$ cat config.mk
export PLATFORM = sky130hd
export DESIGN_NAME = pc_redirect_unit_flat
export DESIGN_NICKNAME = d
export VERILOG_FILES = /design/src/rtl/pc_redirect_unit_pkg.sv /design/src/rtl/pc_redirect_unit_if.sv /design/src/rtl/pc_redirect_unit_pc_register.sv /design/src/rtl/pc_redirect_unit.sv /design/src/flat_wrapper.sv
export SDC_FILE = /design/constraint.sdc
export NUM_CORES = 1
export LEC_CHECK = 0
export ABC_AREA = 1
export BUFFER_PORTS_ARGS = -buffer_cell sky130_fd_sc_hd__buf_2
export CAP_MARGIN = 10
export CORE_ASPECT_RATIO = 1.1
export CORE_UTILIZATION = 44
export DETAILED_ROUTE_END_ITERATION = 8
export HOLD_SLACK_MARGIN = 0.05
export PLACE_DENSITY = 0.74
export SLEW_MARGIN = 20
export SYNTH_ARGS = -nofsm -noshare
export SYNTH_HDL_FRONTEND = slang
export SYNTH_SLANG_ARGS = --single-unit
$ cat constraint.sdc
create_clock -name clk -period 3.65 [get_ports clk]
set_clock_uncertainty 0.05 [all_clocks]
set_input_delay 0.5475 -clock clk [delete_from_list [all_inputs] [get_ports clk]]
set_output_delay 0.5475 -clock clk [all_outputs]
set_load 0.05 [all_outputs]
$ cat src/rtl/pc_redirect_unit_pkg.sv
// Shared state encodings and constants for the PC redirect unit.
package pc_redirect_unit_pkg;

  typedef enum logic [1:0] {
    PC_RUN   = 2'b00,
    PC_FLUSH = 2'b01,
    PC_HALT  = 2'b10
  } pc_state_e;

  localparam int   PC_INC      = 4;
  localparam int   FLUSH_CNT_W = 3;
  localparam logic ONE         = 1'b1;
  localparam logic ZERO        = 1'b0;

endpackage

$ cat src/rtl/pc_redirect_unit_if.sv
// Branch-decision to fetch-redirect bundle; master = branch/hazard side, slave = PC unit.
// Optional BR_STATS_EN adds the branch statistics counters to the bundle.
interface pc_redirect_if #(parameter int XLEN = 32);

  logic            is_branch;
  logic            branch;
  logic            jump;
  logic            jalr;
  logic [XLEN-1:0] target_addr;
  logic [XLEN-1:0] jalr_addr;
  logic            stall;
  logic            halt_req;
  logic [XLEN-1:0] pc;
  logic [XLEN-1:0] pc_plus4;
  logic            flush;
  logic            halted;
`ifdef BR_STATS_EN
  logic [31:0]     br_total_cnt;
  logic [31:0]     br_taken_cnt;
`endif

  modport master (
    output is_branch, branch, jump, jalr, target_addr, jalr_addr, stall, halt_req,
`ifdef BR_STATS_EN
    input  br_total_cnt, br_taken_cnt,
`endif
    input  pc, pc_plus4, flush, halted
  );

  modport slave (
    input  is_branch, branch, jump, jalr, target_addr, jalr_addr, stall, halt_req,
`ifdef BR_STATS_EN
    output br_total_cnt, br_taken_cnt,
`endif
    output pc, pc_plus4, flush, halted
  );

endinterface

$ cat src/rtl/pc_redirect_unit_pc_register.sv
// XLEN-bit register with synchronous reset value and load enable; q updates one edge after en.
module pc_register #(
  parameter int              XLEN      = 32,
  parameter logic [XLEN-1:0] RESET_VAL = '0
) (
  input  logic            clk,
  input  logic            rst,
  input  logic            en,
  input  logic [XLEN-1:0] d,
  output logic [XLEN-1:0] q
);

  logic [XLEN-1:0] val_q;
  logic [XLEN-1:0] val_d;

  always_comb begin
    val_d = val_q;
    if (en) val_d = d;
  end

  always_ff @(posedge clk) begin
    if (rst) val_q <= RESET_VAL;
    else     val_q <= val_d;
  end

  assign q = val_q;

endmodule

$ cat src/rtl/pc_redirect_unit.sv
// Program counter + redirect FSM (RUN/FLUSH/HALT); redirect at edge N gives pc=target after N.
// No backpressure: stall only holds pc; optional BR_STATS_EN adds branch counters.
module pc_redirect_unit
  import pc_redirect_unit_pkg::*;
#(
  parameter int              XLEN         = 32,
  parameter logic [XLEN-1:0] RESET_PC     = '0,
  parameter int              FLUSH_CYCLES = 2
) (
  input  logic         clk,
  input  logic         rst,
  pc_redirect_if.slave bus
);

  localparam logic [FLUSH_CNT_W-1:0] FLUSH_INIT = FLUSH_CNT_W'(FLUSH_CYCLES - 1);

  pc_state_e              state_q, state_d;
  logic [FLUSH_CNT_W-1:0] cnt_q, cnt_d;
  logic                   pc_en;
  logic [XLEN-1:0]        pc_d;
  logic [XLEN-1:0]        pc_q;
  logic [XLEN-1:0]        pc_plus4;
  logic [XLEN-1:0]        jalr_tgt;
  logic                   redirect;

  assign pc_plus4 = pc_q + XLEN'(PC_INC);
  assign jalr_tgt = bus.jalr_addr & ~XLEN'(1);
  // A bare 'branch' without is_branch is noise from non-branch instructions.
  assign redirect = bus.jalr | bus.jump | (bus.is_branch & bus.branch);

  pc_register #(
    .XLEN      (XLEN),
    .RESET_VAL (RESET_PC)
  ) u_pc_reg (
    .clk (clk),
    .rst (rst),
    .en  (pc_en),
    .d   (pc_d),
    .q   (pc_q)
  );

  always_comb begin
    state_d = state_q;
    cnt_d   = cnt_q;
    pc_en   = ZERO;
    pc_d    = pc_plus4;
    unique case (state_q)
      PC_RUN: begin
        if (bus.halt_req) begin
          state_d = PC_HALT;
        end else if (redirect) begin
          pc_en   = ONE;
          pc_d    = bus.jalr ? jalr_tgt : bus.target_addr;
          cnt_d   = FLUSH_INIT;
          state_d = PC_FLUSH;
        end else if (!bus.stall) begin
          pc_en = ONE;
        end
      end
      PC_FLUSH: begin
        // Redirects and halts seen here belong to squashed wrong-path instructions.
        pc_en = ~bus.stall;
        if (cnt_q == '0) state_d = PC_RUN;
        else             cnt_d   = cnt_q - 1'b1;
      end
      PC_HALT: begin
        state_d = PC_HALT;
      end
      default: begin
        state_d = PC_RUN;
        cnt_d   = '0;
      end
    endcase
  end

  always_ff @(posedge clk) begin
    if (rst) begin
      state_q <= PC_RUN;
      cnt_q   <= '0;
    end else begin
      state_q <= state_d;
      cnt_q   <= cnt_d;
    end
  end

  assign bus.pc       = pc_q;
  assign bus.pc_plus4 = pc_plus4;
  assign bus.flush    = (state_q == PC_FLUSH);
  assign bus.halted   = (state_q == PC_HALT);

`ifdef BR_STATS_EN
  logic [31:0] br_total_cnt_q, br_total_cnt_d;
  logic [31:0] br_taken_cnt_q, br_taken_cnt_d;

  always_comb begin
    br_total_cnt_d = br_total_cnt_q;
    br_taken_cnt_d = br_taken_cnt_q;
    if (state_q == PC_RUN && bus.is_branch && !bus.halt_req) begin
      br_total_cnt_d = br_total_cnt_q + 32'd1;
      if (bus.branch) br_taken_cnt_d = br_taken_cnt_q + 32'd1;
    end
  end

  always_ff @(posedge clk) begin
    if (rst) begin
      br_total_cnt_q <= '0;
      br_taken_cnt_q <= '0;
    end else begin
      br_total_cnt_q <= br_total_cnt_d;
      br_taken_cnt_q <= br_taken_cnt_d;
    end
  end

  assign bus.br_total_cnt = br_total_cnt_q;
  assign bus.br_taken_cnt = br_taken_cnt_q;
`endif

endmodule
$ cat src/flat_wrapper.sv
// flat-port wrapper written by rule: the top's interface ports become plain ports
module pc_redirect_unit_flat import pc_redirect_unit_pkg::*;
#(
  parameter int              XLEN         = 32,
  parameter logic [XLEN-1:0] RESET_PC     = '0,
  parameter int              FLUSH_CYCLES = 2
)
  (clk, rst, bus_is_branch, bus_branch, bus_jump, bus_jalr, bus_target_addr, bus_jalr_addr, bus_stall, bus_halt_req, bus_pc, bus_pc_plus4, bus_flush, bus_halted);
  pc_redirect_if #(.XLEN(XLEN)) bus_i ();
  input  logic clk;
  input  logic rst;
  input wire logic [$bits(bus_i.is_branch)-1:0] bus_is_branch;
  input wire logic [$bits(bus_i.branch)-1:0] bus_branch;
  input wire logic [$bits(bus_i.jump)-1:0] bus_jump;
  input wire logic [$bits(bus_i.jalr)-1:0] bus_jalr;
  input wire logic [$bits(bus_i.target_addr)-1:0] bus_target_addr;
  input wire logic [$bits(bus_i.jalr_addr)-1:0] bus_jalr_addr;
  input wire logic [$bits(bus_i.stall)-1:0] bus_stall;
  input wire logic [$bits(bus_i.halt_req)-1:0] bus_halt_req;
  output wire logic [$bits(bus_i.pc)-1:0] bus_pc;
  output wire logic [$bits(bus_i.pc_plus4)-1:0] bus_pc_plus4;
  output wire logic [$bits(bus_i.flush)-1:0] bus_flush;
  output wire logic [$bits(bus_i.halted)-1:0] bus_halted;
  assign bus_i.is_branch = bus_is_branch;
  assign bus_i.branch = bus_branch;
  assign bus_i.jump = bus_jump;
  assign bus_i.jalr = bus_jalr;
  assign bus_i.target_addr = bus_target_addr;
  assign bus_i.jalr_addr = bus_jalr_addr;
  assign bus_i.stall = bus_stall;
  assign bus_i.halt_req = bus_halt_req;
  assign bus_pc = bus_i.pc;
  assign bus_pc_plus4 = bus_i.pc_plus4;
  assign bus_flush = bus_i.flush;
  assign bus_halted = bus_i.halted;
  pc_redirect_unit #(.XLEN(XLEN), .RESET_PC(RESET_PC), .FLUSH_CYCLES(FLUSH_CYCLES)) u_core (.clk(clk), .rst(rst), .bus(bus_i));
endmodule
## Word level (Yosys, flattened, before mapping)

Cells that the tools add are included.

| storage, ports and cells | value |
|---|---|
| flip-flop bits (word level) | 37 |
| bits of input ports | 72 |
| logic and storage cells | 37 |

| cells by class | value |
|---|---|
| add/subtract/negate cells | 2 |
| equality and inequality tests | 7 |
| multiplexer cells | 16 |
| bitwise logic cells | 5 |
| reductions and logical operators | 4 |

Operators with widths:

| kind | number |
|---|---|
| 2-to-1 mux 32 bit | 4 |
| adder 32 x 3 -> 32 bit, second input constant | 1 |
| 2-to-1 mux 3 bit | 3 |
| one-hot mux 3 bit (3 select lines) | 1 |
| 2-to-1 mux 2 bit | 3 |
| one-hot mux 2 bit (3 select lines) | 1 |
| inequality test 2 x 1 -> 1 bit, second input constant | 2 |
| inequality test 2 bit, second input constant | 2 |
| AND reduction 4 bit | 1 |
| zero test 3 bit | 1 |
| 2-to-1 mux 1 bit | 3 |
| inequality test 3 x 2 -> 1 bit, second input constant | 1 |
| subtractor 3 x 1 -> 3 bit, second input constant | 1 |
| equality test 2 x 1 -> 1 bit, second input constant | 1 |
| equality test 2 bit, second input constant | 1 |
| zero test 2 bit | 1 |
| inverter 1 bit | 2 |
| bitwise OR 1 bit | 2 |
| one-hot mux 1 bit (2 select lines) | 1 |
| AND reduction 2 bit | 1 |
| bitwise AND 1 bit | 1 |

## Depth between registers and ports, before layout

| logic depth | value |
|---|---|
| depth in word-level cells | 5 |
| gate-level depth with buffers | 10 |
| gate-level depth less buffers | 10 |

## Modules after synthesis

From an unflattened synthesis, not the netlist that was laid out.

| second synthesis, totals | value |
|---|---|
| cells, all modules | 613 |
| area total of the unflattened synthesis | 3357.0 µm² |

Modules (own cells, without submodules):

| module | times used | cells each | area an instance (µm²) | sequential area each (µm²) |
|---|---|---|---|---|
| pc_redirect_unit | 1 | 410 | 2018.2 | 100.1 |
| pc_register | 1 | 203 | 1338.8 | 640.6 |

## Worst setup path after synthesis

OpenSTA, ideal clock, no wires.

| timing path | value |
|---|---|
| kind | register to output |
| start point | reg u_core.u_pc_reg.val_q[2] (netlist: u_core.u_pc_reg.q[2]) |
| end point | out bus_pc_plus4[23] |
| arrival time | 2112 ps |
| data required time | 3053 ps |
| setup slack | 940 ps |
| cell stages (with the launch flop) | 8 |
| cell sequence | dfxtp_1 -> inv_1 -> nor2_2 -> nand2_4 -> nor2_8 -> nand2_1 -> nand2_1 -> and2_1 |

| between the ends | value |
|---|---|
| cells in the longest elaborated chain, start to end | 1 |

Ends and longest elaborated chain:

| what | line | RTL |
|---|---|---|
| start: declaration | pc_redirect_unit_pc_register.sv:13 | `logic [XLEN-1:0] val_q;` |
| start signal: assignment | pc_redirect_unit_pc_register.sv:23 | `else val_q <= val_d;` |
| adder 32 x 3 -> 32 bit | pc_redirect_unit.sv:26 | `assign pc_plus4 = pc_q + XLEN'(PC_INC);` |
| end: declaration | flat_wrapper.sv:21 | `output wire logic [$bits(bus_i.pc_plus4)-1:0] bus_pc_plus4;` |

No other way between the ends.

## Final worst setup path

| timing path | value |
|---|---|
| start point | reg u_core.u_pc_reg.val_q[3] (netlist: u_core.u_pc_reg.q[3]) |
| end point | out bus_pc_plus4[14] |

Same word-level chain as after synthesis.

==> metrics.cfg <==
[logic_synthesis]
netlist_instances = 487
synth_ff_type = dfxtp_1
yosys-top-cells-count = nand2_1 (141), inv_1 (55), o21ai_0 (51)
yosysMostFrequentCell = nand2_1
ys_top_cells_by_area = dfxtp_1 (24%), nand2_1 (17%), o21ai_0 (8.4%)
yosysUniqueCellTypes = 31
async_flop_share_pct = 0
synth.net_count = 562
syn_area_per_cell_um2 = 6.26
synth.largest_area_cell = dfxtp_1
synth_edf_count = 0
yosysWarnings = 0
netlist_area_um2 = 3050
yosysSeqAreaShare_pct = 24.3
netlist.area_leader.share_pct = 24.3
synth.ff_latch_count = 37

[floorplanning]
ios = 138
core_um2 = 6630
fp.dieW_um = 81.3
dieArea_um2 = 7260
fp.dieH_um = 89.3
placementRows = 31
start_util_pct = 45.9

[place]
io_buffers = 136
dpl.hpwl_um = 6570
dp_cells = 686
gp_congestion = 0.885
post-place-ws_ps = 765

[power_and_ir_drop]
p_switching_uw = 724
total_leakage_power_uw = 0.00200
pwr-share-clk_pct = 26.5
intPower_uw = 894
p_per_area_nw_per_um2 = 418
swShare_pct = 44.7
p_comb_share_pct = 41.6
seq_power_share_pct = 32.0
peakVddDrop_v = 0.000227

[clock_network]
cts_buffers = 5
postCtsSetupRepairBufs = 0
h-tree-depth = 2
postCtsHoldBufs = 0
insertion_delay_ps = 290
clock-sinks = 37
cts.repair.resized = 0
clk_pin_slew_worst_paths_ps = 80
cts_buffer_depth = 2
cts_tree = built
cts_root_buf = clkbuf_8

[timing]
finalSetupViolations = 0
relSlewSlack_pct = 43.5
finalMaxSlewViolations = 0
layout_setup_ws_ps = 993
rsz0062_at_grt = no
fin_crit_ps = 2660
tns_ps = 0
worstMarginPinSlew_ps = 844
finalCritPeriodShare_pct = 72.8
fmax_mhz = 376
finalHoldViolCount = 0

[global_route]
grt_pass1_vias = 3185
antenna_found_initial = 0
overflow = 0
track_usage_pct = 25.3
grt_start_max_net_pins = 56
grt_pass1_wl_um = 14300

[critical_path]
r2r_end = u_core.u_pc_reg.q[9]$_SDFFE_PP0P_
worstRegToRegCells = 8
critPathArrivalTime_ps = 2060
end_kind = primary output
startpoint_type = flop
reg2reg_from = u_core.state_q[0]$_SDFFE_PP0P_
path_class = reg2out
cp_max_fo = 5
worstPathRequired_ps = 3050
crit_end = bus_pc_plus4[14]
r2r_slack_ps = 1260
startpoint = u_core.u_pc_reg.q[3]$_SDFFE_PP0P_

[layout]
final_nets = 686
instances_no_fill = 694
final_layout_size_suffix_gt1_share_pct = 29.7
diodes = 0
nFillCells = 651
area_delta_synth_final_pct = 27.2

[routing]
ant_nets = 0
drc_errors = 0
wl_um = 8620
wl_per_cell_um = 12.4
dr_total_vias = 3477
vias_per_cell = 5.01
drtIter0Drc = 225
firstDrtPassIters = 4

[job]
maxCapViolations = 0

[run_status]
outcome = finished clean

[worst_hold_path]
hp-class = reg2reg

-- power by group through the flow --
stage          registers [µW]  clock network [µW]  logic (µW)
6_report                  517                 428         672
2_1_floorplan             653                   0         382
3_5_place_dp              526                   0         674
4_1_cts                   517                 434         676
5_1_grt                   526                 452         730
3_3_place_gp              525                   0         666
-- cells in the final DEF, fill, tap and decap left out, types with 6 or more instances in the layout --
| cell | Yosys | final |
|---|---|---|
| o21ai_0 | 51 | 51 |
| nor2_1 | 37 | 37 |
| buf_2 | 9 | 136 |
| nand3_1 | 25 | 25 |
| nor2_4 | 7 | 7 |
| dfxtp_1 | 37 | 37 |
| mux2i_1 | 22 | 22 |
| a21oi_1 | 34 | 34 |
| nand2_2 | 11 | 11 |
| nor2_2 | 7 | 7 |
| xor2_2 | 6 | 6 |
| nand2_1 | 141 | 141 |
| inv_1 | 55 | 55 |
-- logic make-up after synthesis --
family,after synthesis,synth area share [%]
buffers and inverters,79,10.6
flip-flops,37,24.3
XOR/XNOR,13,5.22
multiplexers,22,7.23
AND/OR/NAND/NOR,242,36.1
AO/OA/AOI/OAI,91,15.4
adder cells (fa/ha/maj),3,1.23
-- routing by layer --
metal | part of all wire, % | up-vias | GRT usage [%]
met5 | 0 | - | 0
met4 | 1.8 | 0 | 8.77
met3 | 5.8 | 15 | 3.98
met2 | 49 | 137 | 44.2
met1 | 43 | 1531 | 31.1
li1 | - | 1794 | -
-- through the flow --
step	power [µW]	area (µm²)	utilization, %	hold slack [ps]
floorplan	1030	3050	-	390
global placement	1190	3740	56.4	400
detailed placement	1200	3740	56.4	403
CTS	1630	3870	58.4	416
global route	1710	3870	58.4	448
finish	1620	3870	58.4	417
-- sequential cells by signal, summed over array words and instances, names as in the netlist --
name	flops
u_core.u_pc_reg.q	32
u_core.cnt_q	3
u_core.state_q	2
-- layout make-up --
type	count	area [µm²]	area share, %
tap	82	103	2.65
clock buffer	5	68.8	1.78
timing repair buffer	138	696	18.0
sequential	37	741	19.1
clock inverter	3	65.1	1.68
inverter	58	218	5.62
multi-input combinational	371	1980	51.2
-- worst min path at each step --
stage / cells past startpoint / slack (ps) / end / from
2_1_floorplan: 2 / 390 / u_core.cnt_q[1]$_SDFFE_PP0P_ / u_core.cnt_q[1]$_SDFFE_PP0P_
3_3_place_gp: 2 / 400 / u_core.cnt_q[2]$_SDFFE_PP0P_ / u_core.cnt_q[2]$_SDFFE_PP0P_
3_5_place_dp: 2 / 400 / u_core.cnt_q[1]$_SDFFE_PP0P_ / u_core.cnt_q[1]$_SDFFE_PP0P_
4_1_cts: 2 / 420 / u_core.cnt_q[1]$_SDFFE_PP0P_ / u_core.cnt_q[1]$_SDFFE_PP0P_
5_1_grt: 2 / 450 / u_core.cnt_q[1]$_SDFFE_PP0P_ / u_core.cnt_q[1]$_SDFFE_PP0P_
6_report: 2 / 420 / u_core.cnt_q[1]$_SDFFE_PP0P_ / u_core.cnt_q[1]$_SDFFE_PP0P_
-- critical path: stages (launching register included) --
cell and delay, ps:
dfxtp_1 420, ha_1 300, inv_1 120, nor2_2 140, nand2_2 140, nor2_4 190
xor2_2 180, buf_2 290
Power figures use the tool's default switching activity.
